==> config.mk <==
export PLATFORM = sky130hd
export DESIGN_NAME = dff_monitor
export DESIGN_NICKNAME = d
export VERILOG_FILES = /design/src/rtl/dff_monitor.sv
export SDC_FILE = /design/constraint.sdc
export NUM_CORES = 1
export LEC_CHECK = 0
export CORE_ASPECT_RATIO = 1.1
export CORE_MARGIN = 1.5
export CORE_UTILIZATION = 53
export DETAILED_ROUTE_END_ITERATION = 7
export GPL_TIMING_DRIVEN = 0
export PLACE_DENSITY_LB_ADDON = 0.2
export SETUP_SLACK_MARGIN = 0.02
export SLEW_MARGIN = 10
export SYNTH_ARGS = -nofsm -noshare
export SYNTH_HDL_FRONTEND = slang
export SYNTH_SLANG_ARGS = --single-unit
==> constraint.sdc <==
create_clock -name clk -period 3.7 [get_ports clk]
set_clock_uncertainty 0.05 [all_clocks]
set_input_delay 0.925 -clock clk [delete_from_list [all_inputs] [get_ports clk]]
set_output_delay 0.925 -clock clk [all_outputs]
set_load 0.01 [all_outputs]
==> src/rtl/dff_monitor.sv <==
// Cycle-accurate checker for a dff with clr > rst(set) > d priority: runs a
// reference model alongside the observed q and accumulates mismatch statistics.
module dff_monitor #(
    parameter int CNT_W       = 16,
    parameter int ERR_W       = 8,
    parameter int STOP_ON_ERR = 0
) (
    input  logic             clk,
    input  logic             rst_n,
    input  logic             en,
    input  logic             clr_stat,
    input  logic [CNT_W-1:0] chk_len,
    input  logic             mon_d,
    input  logic             mon_clr,
    input  logic             mon_rst,
    input  logic             mon_q,
    output logic             busy,
    output logic             done,
    output logic             err,
    output logic [ERR_W-1:0] err_cnt,
    output logic [CNT_W-1:0] first_err,
    output logic             exp_q
);

    typedef enum logic [1:0] {
        S_IDLE  = 2'd0,
        S_SYNC  = 2'd1,
        S_CHECK = 2'd2,
        S_HALT  = 2'd3
    } state_t;

    localparam logic [ERR_W-1:0] ERR_MAX = '1;

    state_t             state_q,     state_d;
    logic [CNT_W-1:0]   cnt_q,       cnt_d;
    logic [CNT_W-1:0]   len_q,       len_d;
    logic               err_q,       err_d;
    logic [ERR_W-1:0]   err_cnt_q,   err_cnt_d;
    logic [CNT_W-1:0]   first_err_q, first_err_d;
    logic               model_q,     model_d;
    logic               done_q,      done_d;

    logic model_nxt;
    logic mismatch;
    logic last_cmp;

    assign model_nxt = mon_clr ? 1'b0 : (mon_rst ? 1'b1 : mon_d);
    // model_q holds what the dff should have captured on the previous edge
    assign mismatch  = (mon_q != model_q);
    assign last_cmp  = (cnt_q == len_q - 1'b1);

    always_ff @(posedge clk) begin
        if (!rst_n) begin
            state_q     <= S_IDLE;
            cnt_q       <= '0;
            len_q       <= '0;
            err_q       <= 1'b0;
            err_cnt_q   <= '0;
            first_err_q <= '0;
            model_q     <= 1'b0;
            done_q      <= 1'b0;
        end else begin
            state_q     <= state_d;
            cnt_q       <= cnt_d;
            len_q       <= len_d;
            err_q       <= err_d;
            err_cnt_q   <= err_cnt_d;
            first_err_q <= first_err_d;
            model_q     <= model_d;
            done_q      <= done_d;
        end
    end

    always_comb begin
        state_d     = state_q;
        cnt_d       = cnt_q;
        len_d       = len_q;
        err_d       = err_q;
        err_cnt_d   = err_cnt_q;
        first_err_d = first_err_q;
        model_d     = model_q;
        done_d      = 1'b0;

        case (state_q)
            S_IDLE: begin
                if (clr_stat || (en && chk_len != '0)) begin
                    err_d       = 1'b0;
                    err_cnt_d   = '0;
                    first_err_d = '0;
                end
                if (en && chk_len != '0) begin
                    state_d = S_SYNC;
                    len_d   = chk_len;
                    cnt_d   = '0;
                end
            end
            S_SYNC: begin
                model_d = model_nxt;
                state_d = en ? S_CHECK : S_IDLE;
            end
            S_CHECK: begin
                model_d = model_nxt;
                // dropping en aborts before the comparison on this edge counts
                if (!en) begin
                    state_d = S_IDLE;
                end else begin
                    cnt_d = cnt_q + 1'b1;
                    if (mismatch) begin
                        err_d = 1'b1;
                        if (err_cnt_q != ERR_MAX)
                            err_cnt_d = err_cnt_q + 1'b1;
                        if (!err_q)
                            first_err_d = cnt_q;
                    end
                    if ((STOP_ON_ERR != 0) && mismatch) begin
                        state_d = S_HALT;
                        done_d  = 1'b1;
                    end else if (last_cmp) begin
                        state_d = S_IDLE;
                        done_d  = 1'b1;
                    end
                end
            end
            S_HALT: begin
                if (!en)
                    state_d = S_IDLE;
            end
            default: state_d = S_IDLE;
        endcase
    end

    assign busy      = (state_q == S_SYNC) || (state_q == S_CHECK);
    assign done      = done_q;
    assign err       = err_q;
    assign err_cnt   = err_cnt_q;
    assign first_err = first_err_q;
    assign exp_q     = model_q;

endmodule

Word-level counts from Yosys, hierarchy flattened:

Cells that the tools add are included.

* input bits: 24
* logic and storage cells: 65
* output and inout bits: 28
* register bits: 61

* $add $sub $neg: 3
* reductions and logical operators: 14
* eq/ne operators: 14
* mux-type cells: 26

Operators by type and width (number)
* 16-bit two-way mux: 6
* 16-bit one-hot mux with 2 select lines: 2
* 8-bit two-way mux: 4
* 16-bit by 1-bit adder with 16-bit output, second input constant: 1
* 16-bit equality test: 1
* 8-bit one-hot mux with 2 select lines: 1
* 16-bit nonzero test: 1
* 16-bit by 1-bit subtractor with 16-bit output, second input constant: 1
* 2-bit != test, second input constant: 7
* 2-bit two-way mux: 5
* 5-bit AND reduction: 2
* 3-bit AND reduction: 3
* 8-bit by 1-bit adder with 8-bit output, second input constant: 1
* 8-bit != test, second input constant: 1
* 2-bit one-hot mux with 4 select lines: 1
* 1-bit two-way mux: 6
* 2-bit equality test, second input constant: 2
* 4-bit AND reduction: 1
* 3-bit != test, second input constant: 1
* 2-bit by 1-bit equality test with 1-bit output, second input constant: 1
* 2-bit logical NOT: 1
* 1-bit logical OR: 2
* 1-bit one-hot mux with 2 select lines: 1
* 2-bit AND reduction: 1
* 4 further kinds: 4

Depth between registers and ports, before layout:

* depth after elaboration: 5
* mapped depth: 10
* mapped depth without buffers: 9

Worst setup path before layout:

OpenSTA, ideal clock, no wires.

* path kind: input-to-reg
* start: input port chk_len[1]
* end: register first_err_q[10], in the netlist first_err[10]
* required time: 3.518 ns
* data arrival time: 2.863 ns
* library setup time: 0.132 ns
* path slack: 0.655 ns
* buffers on the path: 2
* cell stages on the path: 8
* path through: or4_1 o41a_1 buf_2 o31ai_4 a21oi_1 clkbuf_1 nand3_1 a21oi_1

* longest elaborated chain between the ends: 5

Ends and longest elaborated chain
* from (decl): line 12 `input logic [CNT_W-1:0] chk_len,`
* 16-bit nonzero test: line 86 `if (clr_stat || (en && chk_len != '0)) begin`
* 1-bit logical AND: line 86
* 1-bit logical OR: line 86
* 2-bit != test (no line)
* 5-bit AND reduction (no line)
* to (signal assigned): line 68 `first_err_q <= first_err_d;`
* to (decl): line 39 `logic [CNT_W-1:0] first_err_q, first_err_d;`

No other way between the ends.
A chain may end at the register's enable or synchronous reset.

Worst setup path in the final report:

* start: input port chk_len[1]
* end: register first_err_q[9], in the netlist first_err[9]

Same word-level chain as after synthesis.

==> flow_summary.ini <==
[synth]
synthXorXnorAreaFrac_pct = 9.95
seq_area_frac_synth_pct = 38.5
synthAdderAreaFrac_pct = 2.76
ys_ff_latch = 61
synthTopCellsByArea = dfxtp_1 (39%), nand3_1 (7.1%), a21oi_1 (6.2%), xor2_1 (5.5%), nand2_1 (5.1%)
synth.most_common_cell = dfxtp_1
syn_inst = 385
synth.top_cell.area_share_pct = 38.5
synth_nets = 416
synth.avg_cell_area_um2 = 8.23
syn_area_mm2 = 0.00317
synth_common_cells = dfxtp_1 (61), nand3_1 (45), nand2_1 (43)
ys_types = 55
synth_top_family_by_area = simple AND/OR/NAND/NOR gates
synth_compound_area_share_pct = 16.0
synth_edf_count = 0
muxShareOfSynthArea_pct = 0.948
synthArstFlopShare_pct = 0
synth_area_leader_cell = dfxtp_1
ys.flop_type = dfxtp_1
synth-simple-area-share_pct = 28.0
yosys_warnings = 0

[critical_path]
path_max_fanout = 10
worstSetupPathType = in2reg
worstRegToRegCells = 10
cp.required_ns = 3.86
r2r-end = first_err[9]
setup.worst_path.start_class = primary input
worstReg2RegStart = state_q[0]
critPathLaunch = chk_len[1]
r2r_setup_slack_ns = 0.83
crit_arrival_ns = 3.57
end_kind = flip-flop

[final_layout]
layout-drive-gt1-share_pct = 6.86
finalNonFillerCells = 529
finalInstanceArea_mm2 = 0.00399
layout.nets = 478
fillCellCount = 496
diodes = 0
areaGrowthSynthToFinish_pct = 25.9

[timing]
finalHoldViolCount = 0
drv_slew = 0
period_needed_ns = 3.41
rsz0062_at_grt = no
max_freq_mhz = 294
fin_crit_sh_pct = 92.1
relSlewSlack_pct = 53.8
setup_viol = 0
worstMarginPinSlew_ns = 0.686
setup_ws_ns = 0.294
setup-tns-final_ns = 0

[floorplanning]
die_y_um = 84.1
die_area_mm2 = 0.00645
core.rowCount = 29
start_util_pct = 54.9
pin_count = 52
fp.dieW_um = 76.7
core_area_mm2 = 0.00577

[placement]
port_buffers = 51
place_hpwl_um = 5650
dp_slack_ns = -0.0299
place.gp.congestion = 0.894
place_area_mm2 = 0.00377
dp.cells = 513

[hold_path]
min_from = first_err[7]
hold_class = reg2reg
hold_end = first_err[7]
whs_path_depth = 2

[routing]
met3WireLength_um = 331
wl_per_cell_um = 14.6
routed_via_density = 5.75
route.met2.wl_um = 3840
drt_wl_total_um = 7740
drt-met1-wl_um = 3410
via_count = 3041
ant_nets = 0
dr.first_iter.drc_count = 153
drc = 0
highest-signal-layer = met4
dr.pass1.iters = 5

[clock_network]
numCtsBuffers = 9
cts_tree = built
htree_levels = 3
clk-insertion-delay-late_ns = 0.35
cts_root_buffer = clkbuf_8
cts_setup_buffers = 0
clock-sinks = 61
clock_path_buffers = 2
path_clk_slew_ns = 0.07
cts.repair.resized = 0
cts_hold_buf = 0

[power]
p_per_area_mw_per_mm2 = 415
peakVddDrop_mv = 0.285
p_leak_nw = 1.40

[global_routing]
grt-ovfl-total = 0
grt_max_degree = 12
antenna_found_initial = 0
grt_use_total_pct = 25.6
grt_pass1_vias = 2871
grt_pass1_wl_um = 13000

[status]
outcome = finished, final reports clean

[flow_run]
drv_cap = 0
[per-stage QoR]
step | hold WS, ns | util [%] | power, mW
after floorplan | 0.398 | - | 0.921
after global placement | 0.390 | 65.4 | 1.01
after detailed placement | 0.394 | 65.4 | 1.01
after CTS | 0.404 | 69.2 | 1.66
after global routing | 0.417 | 69.2 | 1.73
final | 0.401 | 69.2 | 1.66
[critical path, stage by stage]
cell             delay, ns
clkdlybuf4s50_1       0.42
or4_1                 0.57
o41a_1                0.43
buf_2                 0.20
o31ai_4               0.31
a21oi_1               0.21
clkbuf_1              0.29
nand3_1               0.14
a21oi_1               0.07
[final cells by class]
cell class | count | area (um2) | share of cell area [%]
clock buffers | 10 | 128 | 3.20
plain buffers | 20 | 82.6 | 2.07
multi-input cells | 294 | 1830 | 45.8
flip-flops and latches | 61 | 1220 | 30.6
well taps | 77 | 96.3 | 2.41
inverters | 10 | 37.5 | 0.941
repair buffers | 51 | 510 | 12.8
clock inverters | 6 | 87.6 | 2.20
[report_power, final]
| group | switching (mW) | internal, mW | leakage (nW) | total [mW] |
|---|---|---|---|---|
| logic | 0.175 | 0.124 | 0.793 | 0.299 |
| clock network | 0.278 | 0.379 | 0.110 | 0.657 |
| registers | 0.0275 | 0.675 | 0.494 | 0.702 |
[kinds of logic after synthesis]
logic type	after synthesis
DFF	61
xor gates and xnor gates	36
adders and majority gates	7
buffers and inverters	30
and+or+nand+nor	175
muxes	3
AOI/OAI and AO/OA	73
[state kept, by name, indices dropped and copies added, names as in the netlist]
register,cells
cnt_q,16
done,1
err,1
err_cnt,8
exp_q,1
first_err,16
len_q,16
state_q,2
[worst max-delay path by stage]
stage | cells after the start | slack, ns | end
2_1_floorplan | 8 | 0.65 | first_err[10]
3_3_place_gp | 9 | -0.01 | first_err[5]
6_report | 9 | 0.29 | first_err[9]
5_1_grt | 9 | 0.17 | first_err[10]
4_1_cts | 9 | 0.33 | first_err[11]
3_5_place_dp | 9 | -0.03 | first_err[11]
[placed cells by master, fill, tap and decap left out, types with 3 or more instances in the layout]
| master | n |
|---|---|
| a21oi_1 | 39 |
| and3_1 | 6 |
| buf_1 | 3 |
| buf_2 | 3 |
| clkbuf_1 | 14 |
| clkbuf_8 | 9 |
| clkdlybuf4s50_1 | 51 |
| dfxtp_1 | 61 |
| ha_1 | 7 |
| inv_1 | 10 |
| mux2i_1 | 3 |
| nand2_1 | 43 |
| nand2b_1 | 4 |
| nand3_1 | 45 |
| nand4_1 | 9 |
| nor2_1 | 33 |
| nor2b_1 | 4 |
| nor3_1 | 5 |
| nor4_1 | 6 |
| o211ai_1 | 3 |
| o21ai_0 | 3 |
| o21ai_1 | 3 |
| or4_1 | 5 |
| xnor2_1 | 16 |
| xor2_1 | 20 |
[per-layer routing]
metal / GRT usage (%) / up-vias
met4: 11.8 / 0
met3: 5.79 / 16
met2: 43.1 / 81
li1: - / 1505
met5: 0 / -
met1: 30.7 / 1439
No activity file was read; power rests on OpenSTA's default activity.
